==> config.mk <==
export PLATFORM = sky130hd
export DESIGN_NAME = lsu_dm_master
export DESIGN_NICKNAME = d
export VERILOG_FILES = /design/src/rtl/lsu_pkg.sv /design/src/rtl/lsu_extend.sv /design/src/rtl/lsu_dm_master.sv
export SDC_FILE = /design/constraint.sdc
export NUM_CORES = 1
export LEC_CHECK = 0
export CORE_AREA = 3 3 121 123
export CTS_CLUSTER_SIZE = 12
export DETAILED_ROUTE_END_ITERATION = 10
export DIE_AREA = 0 0 124 126
export PLACE_DENSITY_LB_ADDON = 0.3
export SLEW_MARGIN = 20
export SYNTH_ARGS = -nofsm -noshare
export SYNTH_HDL_FRONTEND = slang
export SYNTH_SLANG_ARGS = --single-unit
export TNS_END_PERCENT = 5
==> constraint.sdc <==
create_clock -name clk -period 7 [get_ports clk]
set_clock_uncertainty 0.05 [all_clocks]
set_input_delay 1.4 -clock clk [delete_from_list [all_inputs] [get_ports clk]]
set_output_delay 1.4 -clock clk [all_outputs]
set_load 0.005 [all_outputs]
==> src/rtl/lsu_pkg.sv <==
// rtl/lsu_pkg.sv - shared op codes, state encodings and op-class helpers for the load/store unit
//
// Purpose : common types for lsu_dm_master and lsu_extend.
// Contents: lsu_op_e (request op codes), lsu_state_e (FSM states),
//           is_store / is_half / is_byte op-class helpers.
package lsu_pkg;

   typedef enum logic [2:0] {
      LW  = 3'd0,
      LH  = 3'd1,
      LHU = 3'd2,
      LB  = 3'd3,
      LBU = 3'd4,
      SW  = 3'd5,
      SH  = 3'd6,
      SB  = 3'd7
   } lsu_op_e;

   typedef enum logic [1:0] {
      IDLE = 2'd0,
      ACC0 = 2'd1,
      ACC1 = 2'd2,
      RESP = 2'd3
   } lsu_state_e;

   function automatic logic is_store(input lsu_op_e op);
      return (op == SW) || (op == SH) || (op == SB);
   endfunction

   function automatic logic is_half(input lsu_op_e op);
      return (op == LH) || (op == LHU) || (op == SH);
   endfunction

   function automatic logic is_byte(input lsu_op_e op);
      return (op == LB) || (op == LBU) || (op == SB);
   endfunction

endpackage

==> src/rtl/lsu_extend.sv <==
// rtl/lsu_extend.sv - combinational load-data extension
//
// Purpose: forms the 32-bit load result from the op code and memory data.
// Ports  : op_i    - latched request op code
//          lo_i    - low byte of a halfword load
//          hi_i    - high byte of a halfword load
//          dout_i  - memory read data (byte mode already sign-extended)
//          rdata_o - extended load result, 0 for stores
module lsu_extend
   import lsu_pkg::*;
(
   input  lsu_op_e     op_i,
   input  logic [7:0]  lo_i,
   input  logic [7:0]  hi_i,
   input  logic [31:0] dout_i,
   output logic [31:0] rdata_o
);

   always_comb begin
      rdata_o = 32'd0;
      case (op_i)
         LW, LB: rdata_o = dout_i;
         LBU:    rdata_o = {24'd0, dout_i[7:0]};
         LH:     rdata_o = {{16{hi_i[7]}}, hi_i, lo_i};
         LHU:    rdata_o = {16'd0, hi_i, lo_i};
         default: rdata_o = 32'd0;
      endcase
   end

endmodule

==> src/rtl/lsu_dm_master.sv <==
// rtl/lsu_dm_master.sv - load/store unit driving the word/byte data memory port
//
// Purpose: accepts byte-addressed load/store requests, performs them on the
//          data memory (halfwords as two byte accesses) and returns extended
//          load data or an error flag.
// Ports  : clk, rst                      - clock, async active-high reset
//          req_valid/ready/op/addr/wdata - request handshake and payload
//          rsp_valid/ready/rdata/err     - response handshake and payload
//          dm_addr/din/we/bmode/bsel     - memory word address, data, controls
//          dm_dout                       - memory read data (combinational)
module lsu_dm_master
   import lsu_pkg::*;
#(
   parameter int ADDR_HI = 11
)(
   input  logic               clk,
   input  logic               rst,
   input  logic               req_valid,
   output logic               req_ready,
   input  logic [2:0]         req_op,
   input  logic [31:0]        req_addr,
   input  logic [31:0]        req_wdata,
   output logic               rsp_valid,
   input  logic               rsp_ready,
   output logic [31:0]        rsp_rdata,
   output logic               rsp_err,
   output logic [ADDR_HI-2:0] dm_addr,
   output logic [31:0]        dm_din,
   output logic               dm_we,
   output logic               dm_bmode,
   output logic [1:0]         dm_bsel,
   input  logic [31:0]        dm_dout
);

   lsu_state_e        state_q, state_d;
   lsu_op_e           op_q;
   logic [1:0]        lane_q;
   logic [31:0]       wdata_q;
   logic [7:0]        lo_q;
   logic [31:0]       rsp_rdata_q;
   logic              rsp_err_q;
   logic [ADDR_HI-2:0] dm_addr_q;

   lsu_op_e           req_op_e;
   logic              req_err;
   logic [7:0]        ext_lo;
   logic [31:0]       ext_rdata;

   assign req_op_e = lsu_op_e'(req_op);

   // Rejected requests: misaligned word/halfword, or any address bit above
   // the memory's decoded range.
   always_comb begin
      req_err = (req_addr >> (ADDR_HI + 1)) != 32'd0;
      if (is_half(req_op_e) && req_addr[0])
         req_err = 1'b1;
      if (!is_half(req_op_e) && !is_byte(req_op_e) && (req_addr[1:0] != 2'b00))
         req_err = 1'b1;
   end

   // In ACC1 the low byte comes from the ACC0 capture; otherwise straight
   // from the memory.
   assign ext_lo = (state_q == ACC1) ? lo_q : dm_dout[7:0];

   lsu_extend u_extend (
      .op_i    (op_q),
      .lo_i    (ext_lo),
      .hi_i    (dm_dout[7:0]),
      .dout_i  (dm_dout),
      .rdata_o (ext_rdata)
   );

   always_comb begin
      state_d = state_q;
      case (state_q)
         IDLE: if (req_valid) state_d = req_err ? RESP : ACC0;
         ACC0: state_d = is_half(op_q) ? ACC1 : RESP;
         ACC1: state_d = RESP;
         RESP: if (rsp_ready) state_d = IDLE;
         default: state_d = IDLE;
      endcase
   end

   always_ff @(posedge clk or posedge rst) begin
      if (rst) begin
         state_q     <= IDLE;
         op_q        <= LW;
         lane_q      <= 2'd0;
         wdata_q     <= 32'd0;
         lo_q        <= 8'd0;
         rsp_rdata_q <= 32'd0;
         rsp_err_q   <= 1'b0;
         dm_addr_q   <= '0;
      end else begin
         state_q <= state_d;
         case (state_q)
            IDLE: begin
               if (req_valid) begin
                  op_q    <= req_op_e;
                  lane_q  <= req_addr[1:0];
                  wdata_q <= req_wdata;
                  if (req_err) begin
                     rsp_err_q   <= 1'b1;
                     rsp_rdata_q <= 32'd0;
                  end else begin
                     rsp_err_q <= 1'b0;
                     // Only real accesses move the memory address.
                     dm_addr_q <= req_addr[ADDR_HI:2];
                  end
               end
            end
            ACC0: begin
               if (is_half(op_q))
                  lo_q <= dm_dout[7:0];
               else
                  rsp_rdata_q <= is_store(op_q) ? 32'd0 : ext_rdata;
            end
            ACC1: begin
               rsp_rdata_q <= is_store(op_q) ? 32'd0 : ext_rdata;
            end
            default: ;
         endcase
      end
   end

   // Memory controls decode from state so they collapse the moment rst
   // clears the state register.
   always_comb begin
      dm_we    = 1'b0;
      dm_bmode = 1'b0;
      dm_bsel  = 2'd0;
      dm_din   = 32'd0;
      case (state_q)
         ACC0: begin
            dm_we = is_store(op_q);
            if (is_half(op_q)) begin
               dm_bmode = 1'b1;
               dm_bsel  = {lane_q[1], 1'b0};
               if (is_store(op_q)) dm_din = {24'd0, wdata_q[7:0]};
            end else if (is_byte(op_q)) begin
               dm_bmode = 1'b1;
               dm_bsel  = lane_q;
               if (is_store(op_q)) dm_din = {24'd0, wdata_q[7:0]};
            end else begin
               if (is_store(op_q)) dm_din = wdata_q;
            end
         end
         ACC1: begin
            dm_we    = is_store(op_q);
            dm_bmode = 1'b1;
            dm_bsel  = {lane_q[1], 1'b1};
            if (is_store(op_q)) dm_din = {24'd0, wdata_q[15:8]};
         end
         default: ;
      endcase
   end

   assign req_ready = (state_q == IDLE);
   assign rsp_valid = (state_q == RESP);
   assign rsp_rdata = rsp_rdata_q;
   assign rsp_err   = rsp_err_q;
   assign dm_addr   = dm_addr_q;

endmodule

==> impl_metrics.tcl, run 1 <==
set metrics [dict create \
    grt_overflow_total 0 \
    fillers 1273 \
    grt_start_max_net_pins 91 \
    clkTransAtPathRegs_ns 0.06 \
    grt_pass1_vias 4036 \
    cts-root-buf "clkbuf_16" \
    cts_resized 0 \
    synth-simple-area-share_pct 13.3 \
    synth_area_per_cell_um2 11.1 \
    worst_ep_arrival_time_ns 2.90 \
    synth_top_family_by_area "multiplexers" \
    cp.required_ns 5.55 \
    htreeDepth 3 \
    fin_tns_setup_ns 0 \
    fin_crit_ns 4.35 \
    yosysWarnings 0 \
    maxCapViolations 0 \
    syn_nets 536 \
    fin_nets 702 \
    syn_inst 429 \
    crit_slowest_cell "nor3_4" \
    rows 43 \
    synth_edf_count 0 \
    p_switching_uw 966 \
    endpoint_kind "primary output" \
    grt_pass1_wl_mm 20.4 \
    worstPathMaxFanout 23 \
    critPathTopFamily "simple AND/OR/NAND/NOR gates" \
    slew_headroom_pct 40.0 \
    clock_tree.buffer_depth 2 \
    yosys.area_share.adder_pct 1.06 \
    grt_setup_unrepaired "false" \
    cts_tree "built" \
    synth_seq_cells 90 \
    hpwlAfterDp_mm 9.19 \
    drt_iter0_markers 187 \
    netlist_area_um2 4740 \
    vias 3876 \
    ir_worst_vdd_mv 0.204 \
    finalSetupViolCount 0 \
    p_seq_share_pct 32.4 \
    drt-total-wl_mm 12.8 \
    avgViaCountPerCell 4.97 \
    syn_to_final_growth_pct 46.2 \
    start_util_pct 34.4 \
    dieHeight_um 126 \
    hold_buffers 0 \
    p_comb_share_pct 49.3 \
    tightestPinTransition_ns 0.900 \
    drc_errors 0 \
    power_density_nw_per_um2 390 \
    synth-compound-area-share_pct 11.1 \
    dr.pass1.iters 4 \
    power.leakage_nw 2.98 \
    grt_use_total_pct 16.4 \
    status "finished clean" \
    critPathKind "flip-flop to primary output" \
    ant_nets 0 \
    drive_gt1_share_pct 18.7 \
    cp.buffers_inverters 2 \
    highest_layer "met4" \
    core_um2 13800 \
    synthXorXnorAreaFrac_pct 0.528 \
    ys_dominant_reg_cell "dfrtp_1" \
    diodes 0 \
    dr_wl_met2_mm 5.92 \
    internal_power_mw 1.74 \
    cp_cell_sequence "inv_1 -> ha_1 -> nand2_1 -> nor3_4 -> and2_1 -> clkdlybuf4s50_1" \
    final_hold_viol_count 0 \
    post_drt_wl_per_cell_um 16.4 \
    fmax_mhz 230 \
    insertion_delay_ns 0.34 \
    cp-start-kind "flip-flop" \
    synth.distinct_cells 48 \
    r2r_setup_slack_ns 4.27 \
    wl_met1_mm 5.41 \
    synthArstFlopShare_pct 100 \
    hp-class "flip-flop to flip-flop" \
    slew_violations 0 \
    clockPowerShare_pct 18.3 \
    max_stage_delay_ns 0.58 \
    place_area_um2 6610 \
    io_pins 184 \
    power_mw 2.70 \
    cts.sinks 90 \
    fin_crit_sh_pct 62.1 \
    postLayoutCellArea_um2 6930 \
    port_buffers 183 \
    synth_mux_area_share_pct 21.1 \
    die-area_um2 15600 \
    yosysSeqAreaShare_pct 47.5 \
    met3WireLength_mm 1.26 \
    post_cts_buffers 0 \
    place_congestion 0.744 \
    numCtsBuffers 9 \
    antenna_found_initial 0 \
    dieWidth_um 124 \
    swShare_pct 35.7 \
]
cell type report:
type	instances	area [µm²]	share of cell area, %
clock buffer	12	256	3.70
clock inverter	4	50.0	0.722
inverter	15	61.3	0.885
multi-input combinational	295	2240	32.4
sequential	90	2250	32.5
tap	180	225	3.25
timing repair buffer	184	1840	26.5
power by group through the flow:
stage	sequential [mW]	combinational, mW	clock [mW]
2_1_floorplan	0.829	1.00	0
3_3_place_gp	0.877	1.30	0
3_5_place_dp	0.886	1.34	0
4_1_cts	0.879	1.34	0.512
5_1_grt	0.905	1.47	0.530
6_report	0.878	1.33	0.494
metal layers:
| metal | vias up | global-route usage, % |
|---|---|---|
| met2 | 143 | 25.6 |
| li1 | 1816 | - |
| met4 | 0 | 5.80 |
| met1 | 1903 | 20.7 |
| met5 | - | 0 |
| met3 | 14 | 6.06 |
cells in the mapped netlist, types with 8 or more instances:
cell type / count / share of area [%]
a21oi_1: 33 / 3.5
a22oi_1: 8 / 1.3
and2_1: 26 / 3.4
clkbuf_1: 14 / 1.1
dfrtp_1: 90 / 48
inv_1: 15 / 1.2
mux2_2: 50 / 12
mux2_4: 29 / 9.2
nand2_1: 47 / 3.7
nor2_1: 32 / 2.5
o21ai_0: 13 / 1.4
o22ai_1: 14 / 1.8
placed cells by master (no fill, tap or decap), drive strengths merged, types with 2 or more instances in the layout:
cell | synthesis | routed
dfrtp | 90 | 90
mux2 | 79 | 79
nand2 | 48 | 48
clkdlybuf4s50 | 0 | 183
o21bai | 7 | 7
nor2 | 32 | 32
a21oi | 34 | 34
o31ai | 2 | 2
a22oi | 8 | 8
nor4 | 3 | 3
o22ai | 14 | 14
and2 | 26 | 26
nand2b | 4 | 4
nand3 | 3 | 3
clkbuf | 16 | 12
inv | 15 | 15
xor2 | 2 | 2
o21ai | 13 | 13
clkinvlp | 0 | 2
ha | 4 | 4
worst min-delay path, cell delays in order, from the launching register on:
cell,delay [ns]
dfrtp_1,0.34
nand2_1,0.05
o21ai_0,0.07
worst paths after layout:
kind,from,end,depth (start not counted)
min reg2reg,lo_q[5]$_DFFE_PP0N_,lo_q[5]$_DFFE_PP0N_,2
max reg2reg,op_q[1]$_DFFE_PP0P_,rsp_rdata[8]$_DFFE_PP0P_,5
max,state_q[1]$_DFFE_PP0P_,dm_din[14],6
max in group asynchronous,rst,wdata_q[4]$_DFFE_PP0P_,2
min in group asynchronous,rst,rsp_rdata[26]$_DFFE_PP0P_,2
min,lo_q[5]$_DFFE_PP0N_,lo_q[5]$_DFFE_PP0N_,2
stage by stage:
stage	hold WS, ns	utilization, %	cells	worst slack (ns)
floorplan	0.400	-	429	3.21
global placement	0.415	48.0	764	2.84
detailed placement	0.424	48.0	764	2.65
CTS	0.438	50.2	780	2.25
global route	0.462	50.3	780	2.36
finish	0.441	50.3	780	2.65
sequential cells by signal, summed over array words and instances (netlist names):
register / count
op_q: 3
lo_q: 8
wdata_q: 32
dm_addr: 10
state_q: 2
lane_q: 2
rsp_err: 1
rsp_rdata: 32
kinds of logic after synthesis:
kind of cell	count (synthesis)
adders and majority gates	4
AOI/OAI and AO/OA	85
muxes	79
and+or+nand+nor	125
DFF	90
xor gates and xnor gates	2
buffers and inverters	44
Note: power is estimated with default switching activity, not from simulation.
==> run 2: changes to the inputs <==
==> constraint.sdc (replaced) <==
create_clock -name clk -period 4.4 [get_ports clk]
set_clock_uncertainty 0.05 [all_clocks]
set_input_delay 0.88 -clock clk [delete_from_list [all_inputs] [get_ports clk]]
set_output_delay 0.88 -clock clk [all_outputs]
set_load 0.005 [all_outputs]
==> impl_metrics.tcl, run 2 (synthesized netlist as in run 1, its figures left out) <==
set metrics [dict create \
    worst_ep_arrival_time_ns 2.65 \
    grt_pass1_wl_mm 20.1 \
    place_area_um2 6630 \
    dieWidth_um 124 \
    power_density_nw_per_um2 612 \
    cts-root-buf "clkbuf_16" \
    port_buffers 183 \
    hp-class "flip-flop to flip-flop" \
    status "finished clean" \
    worstPathMaxFanout 23 \
    post_cts_buffers 0 \
    final_cells 782 \
    finalSetupViolCount 0 \
    r2r_cells 5 \
    maxCapViolations 0 \
    postLayoutCellArea_um2 6910 \
    use_met1_pct 21.6 \
    r2r_setup_slack_ns 1.72 \
    slew_violations 0 \
    cts_tree "built" \
    timing.rr.start "op_q[1]$_DFFE_PP0P_" \
    start_util_pct 34.4 \
    cts.sinks 90 \
    grt_use_total_pct 16.3 \
    mostFrequentLayoutCell "clkdlybuf4s50_1" \
    fmax_mhz 280 \
    ant_nets 0 \
    power.leakage_nw 2.99 \
    fin_tns_setup_ns 0 \
    hold_depth 2 \
    vias 3870 \
    diodes 0 \
    critPathKind "flip-flop to primary output" \
    hpwlAfterDp_mm 9.16 \
    grt_start_max_net_pins 91 \
    ir_worst_vdd_mv 0.278 \
    min_from "lo_q[5]$_DFFE_PP0N_" \
    drive_gt1_share_pct 18.6 \
    fillers 1286 \
    clkTransAtPathRegs_ns 0.06 \
    gr-usage-met2_pct 24.7 \
    timing.hold.ws_ns 0.429 \
    antenna_found_initial 0 \
    numCtsBuffers 9 \
    grt_setup_unrepaired "false" \
    dr.pass1.iters 4 \
    worst_slack_ns 0.823 \
    cts_resized 0 \
    final_hold_viol_count 0 \
    drt-total-wl_mm 12.6 \
    busiest_layer "met2" \
    clock_tree.buffer_depth 2 \
    cp.required_ns 3.47 \
    fin_nets 704 \
    grt_pass1_vias 3927 \
    grtUsageMet3_pct 5.79 \
    r2r-end "rsp_rdata[10]$_DFFE_PP0P_" \
    die-area_um2 15600 \
    power_mw 4.23 \
    dpl_worst_slack_ns 1.08 \
    dp.cells 766 \
    insertion_delay_ns 0.34 \
    slew_headroom_pct 30.6 \
    hold_buffers 0 \
    utilization_pct 50.2 \
    endpoint_kind "primary output" \
    cp-start-kind "flip-flop" \
    syn_to_final_growth_pct 45.8 \
    drt_iter0_markers 214 \
    io_pins 184 \
    avgViaCountPerCell 4.95 \
    place_congestion 0.718 \
    htreeDepth 3 \
    drc_errors 0 \
    post_drt_wl_per_cell_um 16.1 \
    tightestPinTransition_ns 1.04 \
    fin_crit_sh_pct 81.3 \
    dieHeight_um 126 \
    core_um2 13800 \
    fin_crit_ns 3.58 \
    rows 43 \
    grt_overflow_total 0 \
    min_to "lo_q[5]$_DFFE_PP0N_" \
    final_cell_mix "clkdlybuf4s50_1, dfrtp_1, mux2_2" \
]
==> run 2: changes by cell type in the layout (fill, tap and decap cells not counted), sizes merged <==
cell | before | now
buf | 1 | 3
bufinv | 1 | 0
clkbuf | 12 | 14
clkinv | 1 | 2
clkinvlp | 2 | 0
==> run 2: final cells by class <==
type / instances / area (µm²) / area share (%)
Tap cell: 180 / 225 / 3.26
Multi-Input combinational cell: 295 / 2240 / 32.3
Clock buffer: 14 / 274 / 3.96
Inverter: 15 / 61.3 / 0.887
Sequential cell: 90 / 2250 / 32.6
Clock inverter: 2 / 10.0 / 0.145
Timing Repair Buffer: 186 / 1850 / 26.8
==> run 2: worst max-delay path by stage <==
stage | from | endpoint | depth (start not counted)
floorplan | rst | dm_addr[0]$_DFFE_PP0P_ | 1
global placement | req_addr[24] | rsp_rdata[30]$_DFFE_PP0P_ | 6
detailed placement | req_addr[0] | rsp_rdata[10]$_DFFE_PP0P_ | 6
CTS | state_q[1]$_DFFE_PP0P_ | dm_din[14] | 7
global route | state_q[1]$_DFFE_PP0P_ | dm_din[14] | 7
finish | state_q[1]$_DFFE_PP0P_ | dm_din[12] | 7
==> run 2: per-layer routing <==
metal / wire length (µm) / part of all wire, % / vias to the layer above
li1: - / - / 1820
met1: 5490 / 44 / 1885
met2: 5660 / 45 / 153
met3: 1280 / 10 / 12
met4: 171 / 1.4 / 0
met5: 0 / 0 / -
==> run 2: critical path: stages, from the launching register on <==
cell	delay, ns
dfrtp_1	0.43
inv_1	0.10
ha_1	0.56
nand2_1	0.13
nor3_2	0.12
buf_4	0.27
and2_1	0.18
clkdlybuf4s50_1	0.51
==> run 2: power breakdown <==
part,leakage (nW),internal (mW),switching (mW),total (mW)
registers,1.14,1.17,0.230,1.39
logic,1.71,1.13,0.968,2.10
clock network,0.143,0.428,0.306,0.734
total,2.99,2.73,1.50,4.23
